### config.mk
export PLATFORM = sky130hd
export DESIGN_NAME = sample_port
export DESIGN_NICKNAME = d
export VERILOG_FILES = /design/src/rtl/sample_port_pkg.sv /design/src/rtl/sample_port_sync.sv /design/src/rtl/sample_port.sv
export SDC_FILE = /design/constraint.sdc
export NUM_CORES = 1
export LEC_CHECK = 0
export ABC_AREA = 0
export CAP_MARGIN = 20
export CORE_AREA = 2 2 71 90
export CTS_BUF_LIST = sky130_fd_sc_hd__clkbuf_16
export CTS_CLUSTER_SIZE = 8
export DETAILED_ROUTE_END_ITERATION = 16
export DIE_AREA = 0 0 73 92
export GPL_TIMING_DRIVEN = 0
export PLACE_DENSITY = 0.84
export SLEW_MARGIN = 10
export SYNTH_ARGS = -nofsm -noshare
export SYNTH_HDL_FRONTEND = slang
export SYNTH_SLANG_ARGS = --single-unit
### constraint.sdc
create_clock -name clk -period 5.1 [get_ports clk]
set_clock_uncertainty 0.05 [all_clocks]
set_input_delay 1.02 -clock clk [delete_from_list [all_inputs] [get_ports clk]]
set_output_delay 1.02 -clock clk [all_outputs]
set_load 0.1 [all_outputs]
### src/rtl/sample_port_pkg.sv
// Shared types for the sample_port capture block: FSM state encoding and edge-select constants.
package sample_port_pkg;

  typedef enum logic [1:0] {
    ST_IDLE    = 2'd0,
    ST_ARMED   = 2'd1,
    ST_CAPTURE = 2'd2,
    ST_DONE    = 2'd3
  } state_t;

  localparam logic EDGE_RISE = 1'b0;
  localparam logic EDGE_FALL = 1'b1;

  // True when the bit moved in the direction selected by fall.
  function automatic logic edge_hit(input logic prev_bit, input logic cur_bit, input logic fall);
    logic rise_hit;
    logic fall_hit;
    rise_hit = ~prev_bit & cur_bit;
    fall_hit = prev_bit & ~cur_bit;
    return (fall == EDGE_RISE) ? rise_hit : fall_hit;
  endfunction

endpackage

### src/rtl/sample_port_sync.sv
// Per-bit synchroniser: SYNC_STAGES flops from the asynchronous pins to the sampled vector.
module sample_port_sync #(
  parameter int WIDTH       = 8,
  parameter int SYNC_STAGES = 2
) (
  input  logic             clk,
  input  logic             rst,
  input  logic [WIDTH-1:0] pins,
  output logic [WIDTH-1:0] s_q
);

  logic [WIDTH-1:0] chain [SYNC_STAGES];

  always_ff @(posedge clk) begin
    if (rst) begin
      for (int i = 0; i < SYNC_STAGES; i++) chain[i] <= '0;
    end else begin
      chain[0] <= pins;
      for (int i = 1; i < SYNC_STAGES; i++) chain[i] <= chain[i-1];
    end
  end

  assign s_q = chain[SYNC_STAGES-1];

endmodule

### src/rtl/sample_port.sv
// Capture port: synchronise pins, decimate, wait for a trigger, stream capture_len samples.
// Optional pattern trigger is enabled by defining SAMPLE_PORT_PATTERN_TRIG_EN.
module sample_port
  import sample_port_pkg::*;
#(
  parameter int WIDTH       = 8,
  parameter int SYNC_STAGES = 2,
  parameter int DIV_W       = 16,
  parameter int LEN_W       = 12
) (
  input  logic                     clk,
  input  logic                     rst,
  input  logic [WIDTH-1:0]         pins_in,
  input  logic                     arm,
  input  logic [DIV_W-1:0]         div,
  input  logic [$clog2(WIDTH)-1:0] trig_sel,
  input  logic                     trig_fall,
  input  logic [LEN_W-1:0]         capture_len,
`ifdef SAMPLE_PORT_PATTERN_TRIG_EN
  input  logic [WIDTH-1:0]         trig_mask,
  input  logic [WIDTH-1:0]         trig_value,
  input  logic                     trig_mode,
`endif
  output logic [WIDTH-1:0]         sample_data,
  output logic                     sample_valid,
  input  logic                     sample_ready,
  output logic                     busy,
  output logic                     triggered,
  output logic                     done,
  output logic                     overflow,
  output logic [1:0]               fsm_state
);

  // Handshake: a sample transfers on any clock edge where sample_valid & sample_ready are both
  // high; sample_valid never drops and sample_data never changes until that transfer happens.

  state_t           state;
  logic [WIDTH-1:0] s_q;
  logic [WIDTH-1:0] prev;
  logic             primed;
  logic [DIV_W-1:0] cnt;
  logic [LEN_W-1:0] count;
  logic [LEN_W-1:0] count_next;
  logic [LEN_W-1:0] len_eff;
  logic             strobe;
  logic             arm_ok;
  logic             edge_ok;
  logic             match;
  logic             trig;
  logic             emit;
  logic             last;

  sample_port_sync #(.WIDTH(WIDTH), .SYNC_STAGES(SYNC_STAGES)) u_sync (
    .clk  (clk),
    .rst  (rst),
    .pins (pins_in),
    .s_q  (s_q)
  );

  assign strobe  = (cnt == div);
  assign arm_ok  = arm && ((state == ST_IDLE) || (state == ST_DONE));
  assign len_eff = (capture_len == '0) ? LEN_W'(1) : capture_len;
  assign edge_ok = edge_hit(prev[trig_sel], s_q[trig_sel], trig_fall);

`ifdef SAMPLE_PORT_PATTERN_TRIG_EN
  assign match = trig_mode ? ((s_q & trig_mask) == (trig_value & trig_mask)) : edge_ok;
`else
  assign match = edge_ok;
`endif

  // The priming strobe only records prev, so a stale prev from a previous run cannot trigger.
  assign trig       = (state == ST_ARMED) && primed && strobe && match;
  assign emit       = trig || ((state == ST_CAPTURE) && strobe);
  assign count_next = trig ? LEN_W'(1) : count + LEN_W'(1);
  assign last       = (count_next == len_eff);

  always_ff @(posedge clk) begin
    if (rst || arm_ok) cnt <= '0;
    else if (strobe)   cnt <= '0;
    else               cnt <= cnt + DIV_W'(1);
  end

  always_ff @(posedge clk) begin
    if (rst) begin
      state  <= ST_IDLE;
      count  <= '0;
      prev   <= '0;
      primed <= 1'b0;
    end else begin
      case (state)
        ST_IDLE, ST_DONE: begin
          if (arm) begin
            state  <= ST_ARMED;
            count  <= '0;
            primed <= 1'b0;
          end
        end
        ST_ARMED: begin
          if (strobe) begin
            prev   <= s_q;
            primed <= 1'b1;
            if (trig) begin
              count <= count_next;
              state <= last ? ST_DONE : ST_CAPTURE;
            end
          end
        end
        ST_CAPTURE: begin
          if (strobe) begin
            count <= count_next;
            if (last) state <= ST_DONE;
          end
        end
        default: state <= ST_IDLE;
      endcase
    end
  end

  always_ff @(posedge clk) begin
    if (rst) begin
      sample_data  <= '0;
      sample_valid <= 1'b0;
      overflow     <= 1'b0;
    end else begin
      if (arm_ok) overflow <= 1'b0;
      if (emit) begin
        if (sample_valid && !sample_ready) begin
          overflow <= 1'b1;
        end else begin
          sample_data  <= s_q;
          sample_valid <= 1'b1;
        end
      end else if (sample_valid && sample_ready) begin
        sample_valid <= 1'b0;
      end
    end
  end

  assign busy      = (state == ST_ARMED) || (state == ST_CAPTURE);
  assign done      = (state == ST_DONE);
  assign triggered = trig;
  assign fsm_state = state;

endmodule

==> metrics.txt, run 1 <==
TritonRoute pass-1 iters 4; I/O pin count 59; All-Layer GR Usage 0.236; PD cells 409 nW/um2; Post-Route Utilization 0.716; number of max-cap violations 0; via density per instance 5.69; CTS tree done; period utilization 0.901; pins over their slew limit 0; Clock Latency Late Sink 0.33 ns; Yosys reg bits 65; critical path peak fanout 6; slowest stage delay, CP 0.59 ns; Critical Path AT 3.53 ns; Die Width 73 um; leakage power 1.49 nW; nets@finish 489; synthesized cell area 3290 um2; post-synth top area cell dfxtp_1; H-tree levels 3; final setup violating endpoints 0; Hold Crit Class reg -> reg; CORE AREA 5970 um2; Max IR drop VDD 0.289 mV; post-CTS setup buffer count 0; Std-Cell Rows 32; Max-slew headroom 0.347; fmax 218 MHz; vias in the first global route 2876; Synth async-reset ratio 0; antenna violations before repair 0; Die Y 92 um; Final Cell Area 4270 um2; GPL Wtd Cong 0.847; CP startpoint kind primary input; CP Launch Point trig_sel[1]; Synth Flop Type dfxtp_1; run status completed; most frequent cells in the layout 65 x dfxtp_1, 57 x clkdlybuf4s50_1, 50 x nor2_1; Overflow after GRT 0; Diodes inserted 0; Critical Path RT 4.03 ns; DRC errors left 0; cts bufs inserted 9; clock slew at reported path FFs 0.05 ns; first-pass GRT wire length 12500 um; DPL Wire Length 5510 um; final WL 7370 um; Worst-Margin Slew 0.976 ns; Pwr Total 1.75 mW; ranking of synthesized cells by area dfxtp_1 40%, xnor2_1 7.5%, nor2_1 5.7%; starting density of the core 0.551; Initial DRC Count 94; cts hold-fix bufs 0; DP Cell Count 497; critical path type in -> out; Net Count, Synth 420; I/O Buffers 58; Routed Antenna Nets 0; die area 6720 um2; post-route non-filler standard cell count 513; CP max stage cell clkdlybuf4s50_1; sequential element share of the synthesized area 0.396; hold path start u_sync.chain[0][0]$_SDFF_PP0_; ratio of cells with drive above 1 in the final layout 0.0787; Post-synth EDFFs 0; TNS Setup 0 ns; Synth Warn # 0; Hold Vio Cnt, Final 0; Cell Chain, Critical Path clkdlybuf4s50_1 -> mux4_1 -> mux2_2 -> nor3_2 -> o2111ai_4 -> inv_2 -> clkbuf_2; clk sinks 65; commonest non-fill, non-tap cell in the layout dfxtp_1; total number of vias 2918; placed cell area 3950 um2; Worst Setup End Kind primary output; Avg Inst Size Synth 8.86 um2; Synth top area share 0.396; clock root buffer clkbuf_16; Clock Path Buffers 2; largest net degree at the start of global routing 13; RSZ-0062 raised after global routing no; reg2reg start count[1]$_SDFFE_PP0P_; Avg WL per Cell 14.4 um; Distinct cells, synth 50; Layout Area Growth over Synthesis 29.8%; fin crit period 4.60 ns; Cells after Synth 371
==> flip-flops by register name (all words and copies together) (netlist names) <==
register      count
u_sync.chain     16
count            12
sample_data       8
overflow          1
fsm_state         2
sample_valid      1
cnt              16
prev              8
primed            1
==> cell type report <==
type / instances / area, um2
Sequential cell: 65 / 1300
Multi-Input combinational cell: 281 / 1880
Fill cell: 447 / 1700
Clock inverter: 7 / 95.1
Buffer: 16 / 76.3
Tap cell: 68 / 85.1
Clock buffer: 9 / 225
Timing Repair Buffer: 58 / 576
Inverter: 9 / 33.8
==> stage by stage <==
step | setup slack [ns] | hold WS [ns]
after global placement | -0.142 | 0.368
after global routing | 0.352 | 0.407
after floorplan | 1.44 | 0.364
after CTS | 0.0965 | 0.387
final | 0.503 | 0.382
after detailed placement | -0.172 | 0.374
==> Yosys cell counts (7+ instances only) <==
master    instances
a21oi_1          28
xor2_1           11
nand3_1          20
xnor2_1          28
nor2_1           50
nor2b_1          21
o21ai_1           8
clkbuf_1         12
nand2_1          25
inv_1             8
nand4_1           7
dfxtp_1          65
mux2i_1          11
==> worst max-delay path, delay by kind of cell <==
kind	cells	cell delay (ns)
AO/OA/AOI/OAI	1	0.21
buffers and inverters	3	1.19
AND/OR/NAND/NOR	1	0.23
multiplexers	2	0.87
==> per-layer routing <==
metal / vias to the layer above / global-route usage / wire length [um]
met2: 69 / 0.423 / 3850
met5: - / 0 / 0
met1: 1398 / 0.262 / 3060
met3: 15 / 0.0527 / 297
li1: 1436 / - / -
met4: 0 / 0.0972 / 163
==> kinds of logic (layout without fill, tap and decap cells) <==
family          after synthesis  count (layout)  share of synthesized area
mux                          16              16                     0.0689
simple gates                158             158                      0.251
flops                        65              65                      0.396
compound gates               63              63                      0.128
xor+xnor                     39              39                      0.104
fa+ha+maj                     5               5                     0.0190
buf+inv                      25              99                     0.0335
==> path summary, 6_finish.rpt <==
path	endpoint	slack, ns	depth (start not counted)
setup / recovery	triggered	0.50	7
hold / removal	u_sync.chain[0][8]$_SDFF_PP0_	0.38	1
setup reg to reg	fsm_state[1]$_SDFFE_PP0P_	1.96	10
hold reg to reg	u_sync.chain[0][8]$_SDFF_PP0_	0.38	1
==> where the power goes <==
group          internal, mW  total, mW  switching (mW)  leakage, nW
sequential            0.532      0.556          0.0246        0.528
combinational         0.186      0.547           0.361        0.809
clock                 0.427      0.643           0.216        0.155
total                  1.14       1.75           0.602         1.49
==> repair_timing <==
| item | in CTS | in global routing |
|---|---|---|
| hold endpoints to repair | 0 | 0 |
| gates resized for setup | 1 | 2 |
| endpoints found under the setup margin | 1 | 1 |
| gates cloned | 0 | 0 |
Note: power is estimated with default switching activity, not from simulation.
==> inputs of run 2 (changes only) <==
Settings changed: CORE_AREA 2 2 71 90 to 2 2 106 134, DIE_AREA 0 0 73 92 to 0 0 108 136, MAX_ROUTING_LAYER set to met4, PLACE_DENSITY 0.84 to 0.43.
==> metrics.txt, run 2 (synthesized netlist as in run 1, its figures left out) <==
CP startpoint kind primary input (unchanged); placed cell area 4090 um2 (was 3950 um2); largest net degree at the start of global routing 14 (was 13); DP Cell Count 604 (was 497); All-Layer GR Usage 0.124 (was 0.236); DRC errors left 0 (unchanged); Cell Chain, Critical Path clkdlybuf4s50_1 -> mux4_1 -> mux2_2 -> nor3_2 -> o2111ai_4 -> inv_2 -> clkbuf_2 (unchanged); pins over their slew limit 0 (unchanged); Routed Antenna Nets 0 (unchanged); Comb pwr share 0.322 (was 0.313); Diodes inserted 0 (unchanged); multi-input logic area 1890 um2 (was 1880 um2); Pwr Total 1.73 mW (was 1.75 mW); Clock Path Buffers 2 (unchanged); post-route non-filler standard cell count 620 (was 513); pre-CTS setup slack -0.234 ns (was -0.172 ns); Die Width 108 um (was 73 um); critical path peak fanout 6 (unchanged); clock slew at reported path FFs 0.06 ns (was 0.05 ns); fmax 216 MHz (was 218 MHz); ratio of cells with drive above 1 in the final layout 0.0787 (unchanged); antenna violations before repair 0 (unchanged); TritonRoute pass-1 iters 4 (unchanged); Final Cell Area 4390 um2 (was 4270 um2); first-pass GRT wire length 13600 um (was 12500 um); vias in the first global route 2774 (was 2876); Critical Path RT 4.03 ns (about the same); Clock Power Share 0.357 (was 0.368); GPL Wtd Cong 0.753 (was 0.847); Hold Crit Class reg -> reg (unchanged); Overflow after GRT 0 (unchanged); Clock Latency Late Sink 0.33 ns (about the same); period utilization 0.906 (was 0.901); I/O pin count 59 (unchanged); cts bufs inserted 9 (unchanged); Avg WL per Cell 13.7 um (was 14.4 um); clock root buffer clkbuf_16 (unchanged); Hold Vio Cnt, Final 0 (unchanged); fin crit period 4.62 ns (was 4.60 ns); hold_ws 0.384 ns (was 0.382 ns); PD cells 393 nW/um2 (was 409 nW/um2); Max IR drop VDD 0.230 mV (was 0.289 mV); cts hold-fix bufs 0 (unchanged); Die Y 136 um (was 92 um); Std-Cell Rows 48 (was 32); most frequent cells in the layout 65 x dfxtp_1, 57 x clkdlybuf4s50_1, 50 x nor2_1 (unchanged); clk sinks 65 (unchanged); CORE AREA 13500 um2 (was 5970 um2); leakage power 1.50 nW (was 1.49 nW); number of max-cap violations 0 (unchanged); final WL 8510 um (was 7370 um); Layout Area Growth over Synthesis 33.6% (was 29.8%); Initial DRC Count 116 (was 94); final setup violating endpoints 0 (unchanged); via density per instance 4.46 (was 5.69); Worst-Margin Slew 0.975 ns (was 0.976 ns); largest registers cnt x16, u_sync.chain x16, count x12 (unchanged); Psw 0.629 mW (was 0.602 mW); Max-slew headroom 0.348 (was 0.347); Internal 1.10 mW (was 1.14 mW); Reg power frac 0.321 (was 0.318); commonest non-fill, non-tap cell in the layout dfxtp_1 (unchanged); H-tree levels 3 (unchanged); filler cell count 1417 (was 447); run status completed (unchanged); Sequential Area 1300 um2 (unchanged); starting density of the core 0.243 (was 0.551); Switching Share 0.364 (was 0.345); TNS Setup 0 ns (unchanged); Critical Path AT 3.55 ns (was 3.53 ns); final setup margin 0.479 ns (was 0.503 ns); die area 14700 um2 (was 6720 um2); CTS tree done (unchanged); Worst Setup End Kind primary output (unchanged); DPL Wire Length 6560 um (was 5510 um); critical path type in -> out (unchanged); total number of vias 2767 (was 2918); slowest stage delay, CP 0.60 ns (was 0.59 ns); I/O Buffers 58 (unchanged); CP max stage cell clkdlybuf4s50_1 (unchanged); Post-Route Utilization 0.325 (was 0.716); nets@finish 489 (unchanged); RSZ-0062 raised after global routing no (unchanged)
==> run 2: power by group through the flow <==
stage	clock (mW)	combinational [mW]	sequential [mW]
global placement	0	0.558	0.567
CTS	0.641	0.557	0.556
global route	0.663	0.603	0.559
finish	0.617	0.556	0.555
floorplan	0	0.350	0.613
detailed placement	0	0.556	0.568
==> run 2: what timing repair did <==
action,CTS,global route
setup endpoints to repair,1,1
resized for setup,1,3
gates cloned,0,0
endpoints found under the hold margin,0,0
buffers inserted,0,0
==> run 2: routing by layer <==
metal | GRT usage | vias up | share of wire | wire length, um
li1 | - | 1437 | - | -
met1 | 0.131 | 1270 | 0.42 | 3580
met2 | 0.220 | 55 | 0.53 | 4530
met3 | 0.0292 | 5 | 0.035 | 297
met4 | 0.0491 | 0 | 0.012 | 99
met5 | - | - | 0 | 0
==> run 2: worst max-delay path, delay by kind of cell <==
family          cells  cell delay [ns]
buf+inv             3             1.20
mux                 2             0.89
simple gates        1             0.22
compound gates      1             0.21
==> run 2: layout make-up <==
| cell class | count | area share |
|---|---|---|
| Clock buffer | 9 | 0.0513 |
| Sequential cell | 65 | 0.296 |
| Timing Repair Buffer | 58 | 0.131 |
| Clock inverter | 7 | 0.0177 |
| Multi-Input combinational cell | 281 | 0.429 |
| Inverter | 9 | 0.00769 |
| Tap cell | 175 | 0.0498 |
| Buffer | 16 | 0.0174 |
==> run 2: worst paths after layout <==
| check | endpoint | start | slack [ns] | cells past startpoint |
|---|---|---|---|---|
| worst max register to register | fsm_state[1]$_SDFFE_PP0P_ | count[1]$_SDFFE_PP0P_ | 1.93 | 10 |
| worst max-delay path | triggered | trig_sel[1] | 0.48 | 7 |
| worst min register to register | u_sync.chain[0][8]$_SDFF_PP0_ | u_sync.chain[0][0]$_SDFF_PP0_ | 0.38 | 1 |
| worst min-delay path | u_sync.chain[0][8]$_SDFF_PP0_ | u_sync.chain[0][0]$_SDFF_PP0_ | 0.38 | 1 |
==> inputs of run 3 (changes only) <==
Settings changed: CTS_CLUSTER_SIZE 8 to unset.
Clock period 5.1 ns to 4.57 ns, I/O delays scaled along.
==> metrics.txt, run 3 (synthesized netlist as in run 1, its figures left out) <==
placed cell area 4090 um2 (unchanged); TNS Setup 0 ns (unchanged); pins over their slew limit 0 (unchanged); Internal 1.23 mW (was 1.10 mW); number of max-cap violations 0 (unchanged); Diodes inserted 0 (unchanged); Pwr Total 1.93 mW (was 1.73 mW); hold endpoint u_sync.chain[0][8]$_SDFF_PP0_ (unchanged); Avg WL per Cell 13.7 um (about the same); CORE AREA 13500 um2 (unchanged); Routed Antenna Nets 0 (unchanged); I/O Buffers 58 (unchanged); total number of vias 2765 (was 2767); CP startpoint kind primary input (unchanged); die area 14700 um2 (unchanged); Final Cell Area 4390 um2 (unchanged); Std-Cell Rows 48 (unchanged); starting density of the core 0.243 (unchanged); TritonRoute pass-1 iters 4 (unchanged); Die Y 136 um (unchanged); post-route non-filler standard cell count 620 (unchanged); Worst Setup End Kind primary output (unchanged); Comb pwr share 0.322 (about the same); antenna violations before repair 0 (unchanged); ratio of cells with drive above 1 in the final layout 0.0787 (unchanged); Hold Crit Class reg -> reg (unchanged); final setup violating endpoints 0 (unchanged); Reg power frac 0.321 (about the same); reg2reg start count[1]$_SDFFE_PP0P_ (unchanged); fin crit period 4.38 ns; All-Layer GR Usage 0.124 (unchanged); largest registers cnt x16, u_sync.chain x16, count x12 (unchanged); critical path type in -> out (unchanged); Worst-Margin Slew 0.975 ns (unchanged); Clock Latency Late Sink 0.33 ns (about the same); met2 usage 0.220 (unchanged); multi-input logic area 1890 um2 (unchanged); Psw 0.702 mW (was 0.629 mW); post-CTS setup buffer count 0 (unchanged); R2R Path End fsm_state[1]$_SDFFE_PP0P_ (unchanged); H-tree levels 3 (unchanged); vias in the first global route 2774 (unchanged); hold path start u_sync.chain[0][0]$_SDFF_PP0_ (unchanged); Hold Path Stages 1 (unchanged); leakage power 1.50 nW (about the same); DP Cell Count 604 (unchanged); GRT busiest layer met2 (unchanged); clock root buffer clkbuf_16 (unchanged); routing usage on met3 0.0292 (unchanged); filler cell count 1417 (unchanged); DPL Wire Length 6560 um (unchanged); Sequential Area 1300 um2 (unchanged); clock slew at reported path FFs 0.06 ns (about the same); largest net degree at the start of global routing 14 (unchanged); DRC errors left 0 (unchanged); GPL Wtd Cong 0.753 (unchanged); CTS tree done (unchanged); Initial DRC Count 116 (unchanged); first-pass GRT wire length 13600 um (unchanged); Max-slew headroom 0.348 (unchanged); most frequent cells in the layout 65 x dfxtp_1, 57 x clkdlybuf4s50_1, 50 x nor2_1 (unchanged); nets@finish 489 (unchanged); flop2flop setup slack 1.40 ns (was 1.93 ns); final WL 8510 um (about the same); R2R depth 10 (unchanged); run status completed (unchanged); cts bufs inserted 9 (unchanged); Layout Area Growth over Synthesis 33.6% (unchanged); Clock Power Share 0.357 (about the same); clk sinks 65 (unchanged); I/O pin count 59 (unchanged); via density per instance 4.46 (about the same); Post-Route Utilization 0.325 (unchanged); Critical Path RT 3.61 ns (was 4.03 ns); Max IR drop VDD 0.257 mV (was 0.230 mV); Switching Share 0.364 (about the same); fmax 229 MHz; Overflow after GRT 0 (unchanged); Die Width 108 um (unchanged); RSZ-0062 raised after global routing no (unchanged); Hold Vio Cnt, Final 0 (unchanged); PD cells 439 nW/um2 (was 393 nW/um2); GR met1 Demand/Resource 0.131 (unchanged); critical path peak fanout 6 (unchanged); commonest non-fill, non-tap cell in the layout dfxtp_1 (unchanged); period utilization 0.958; Clock Path Buffers 2 (unchanged); Critical Path AT 3.41 ns (was 3.55 ns)
-- run 3: changes by cell type in the layout (fill, tap and decap cells not counted), sizes merged --
cell,previous run,this run
buf,2,3
clkbuf,24,23
-- run 3: final cells by class --
class | count | share of cell area
Clock inverter | 7 | 0.0177
Buffer | 16 | 0.0174
Multi-Input combinational cell | 281 | 0.429
Tap cell | 175 | 0.0498
Timing Repair Buffer | 58 | 0.131
Clock buffer | 9 | 0.0513
Inverter | 9 | 0.00769
Sequential cell | 65 | 0.296
-- run 3: through the flow --
stage / setup WS, ns / hold slack [ns]
floorplan: 1.12 / 0.364
CTS: 0.0167 / 0.384
detailed placement: -0.552 / 0.370
global route: 0.0535 / 0.401
global placement: -0.556 / 0.371
finish: 0.194 / 0.384
-- run 3: power by group through the flow --
stage	combinational [mW]	sequential, mW	clock [mW]
finish	0.621	0.619	0.689
global route	0.673	0.624	0.740
CTS	0.622	0.621	0.715
detailed placement	0.620	0.634	0
global placement	0.623	0.632	0
floorplan	0.391	0.684	0
-- run 3: how the worst max path moves through the flow --
stage | start | slack, ns | depth (start not counted) | to
3_3_place_gp | trig_sel[1] | -0.56 | 7 | triggered
2_1_floorplan | trig_sel[1] | 1.12 | 5 | triggered
3_5_place_dp | trig_sel[1] | -0.55 | 7 | triggered
6_report | trig_sel[1] | 0.19 | 7 | triggered
5_1_grt | trig_sel[1] | 0.05 | 7 | triggered
4_1_cts | trig_sel[1] | 0.02 | 7 | triggered
-- run 3: per-layer routing --
layer,vias to the layer above,wire (um)
met5,-,0
met4,0,99
met3,5,298
met2,54,4530
met1,1269,3580
li1,1437,-
-- run 3: worst max-delay path, stage by stage --
cell and delay (ns):
clkdlybuf4s50_1 0.60, mux4_1 0.60, mux2_2 0.29, nor3_2 0.22, o2111ai_4 0.21, inv_2 0.14, buf_2 0.43
-- run 3: what timing repair did --
| item | CTS | global route |
|---|---|---|
| hold buffers | 0 | 0 |
| resized for setup | 3 | 3 |
| cloned | 0 | 0 |
| endpoints found under the setup margin | 1 | 1 |
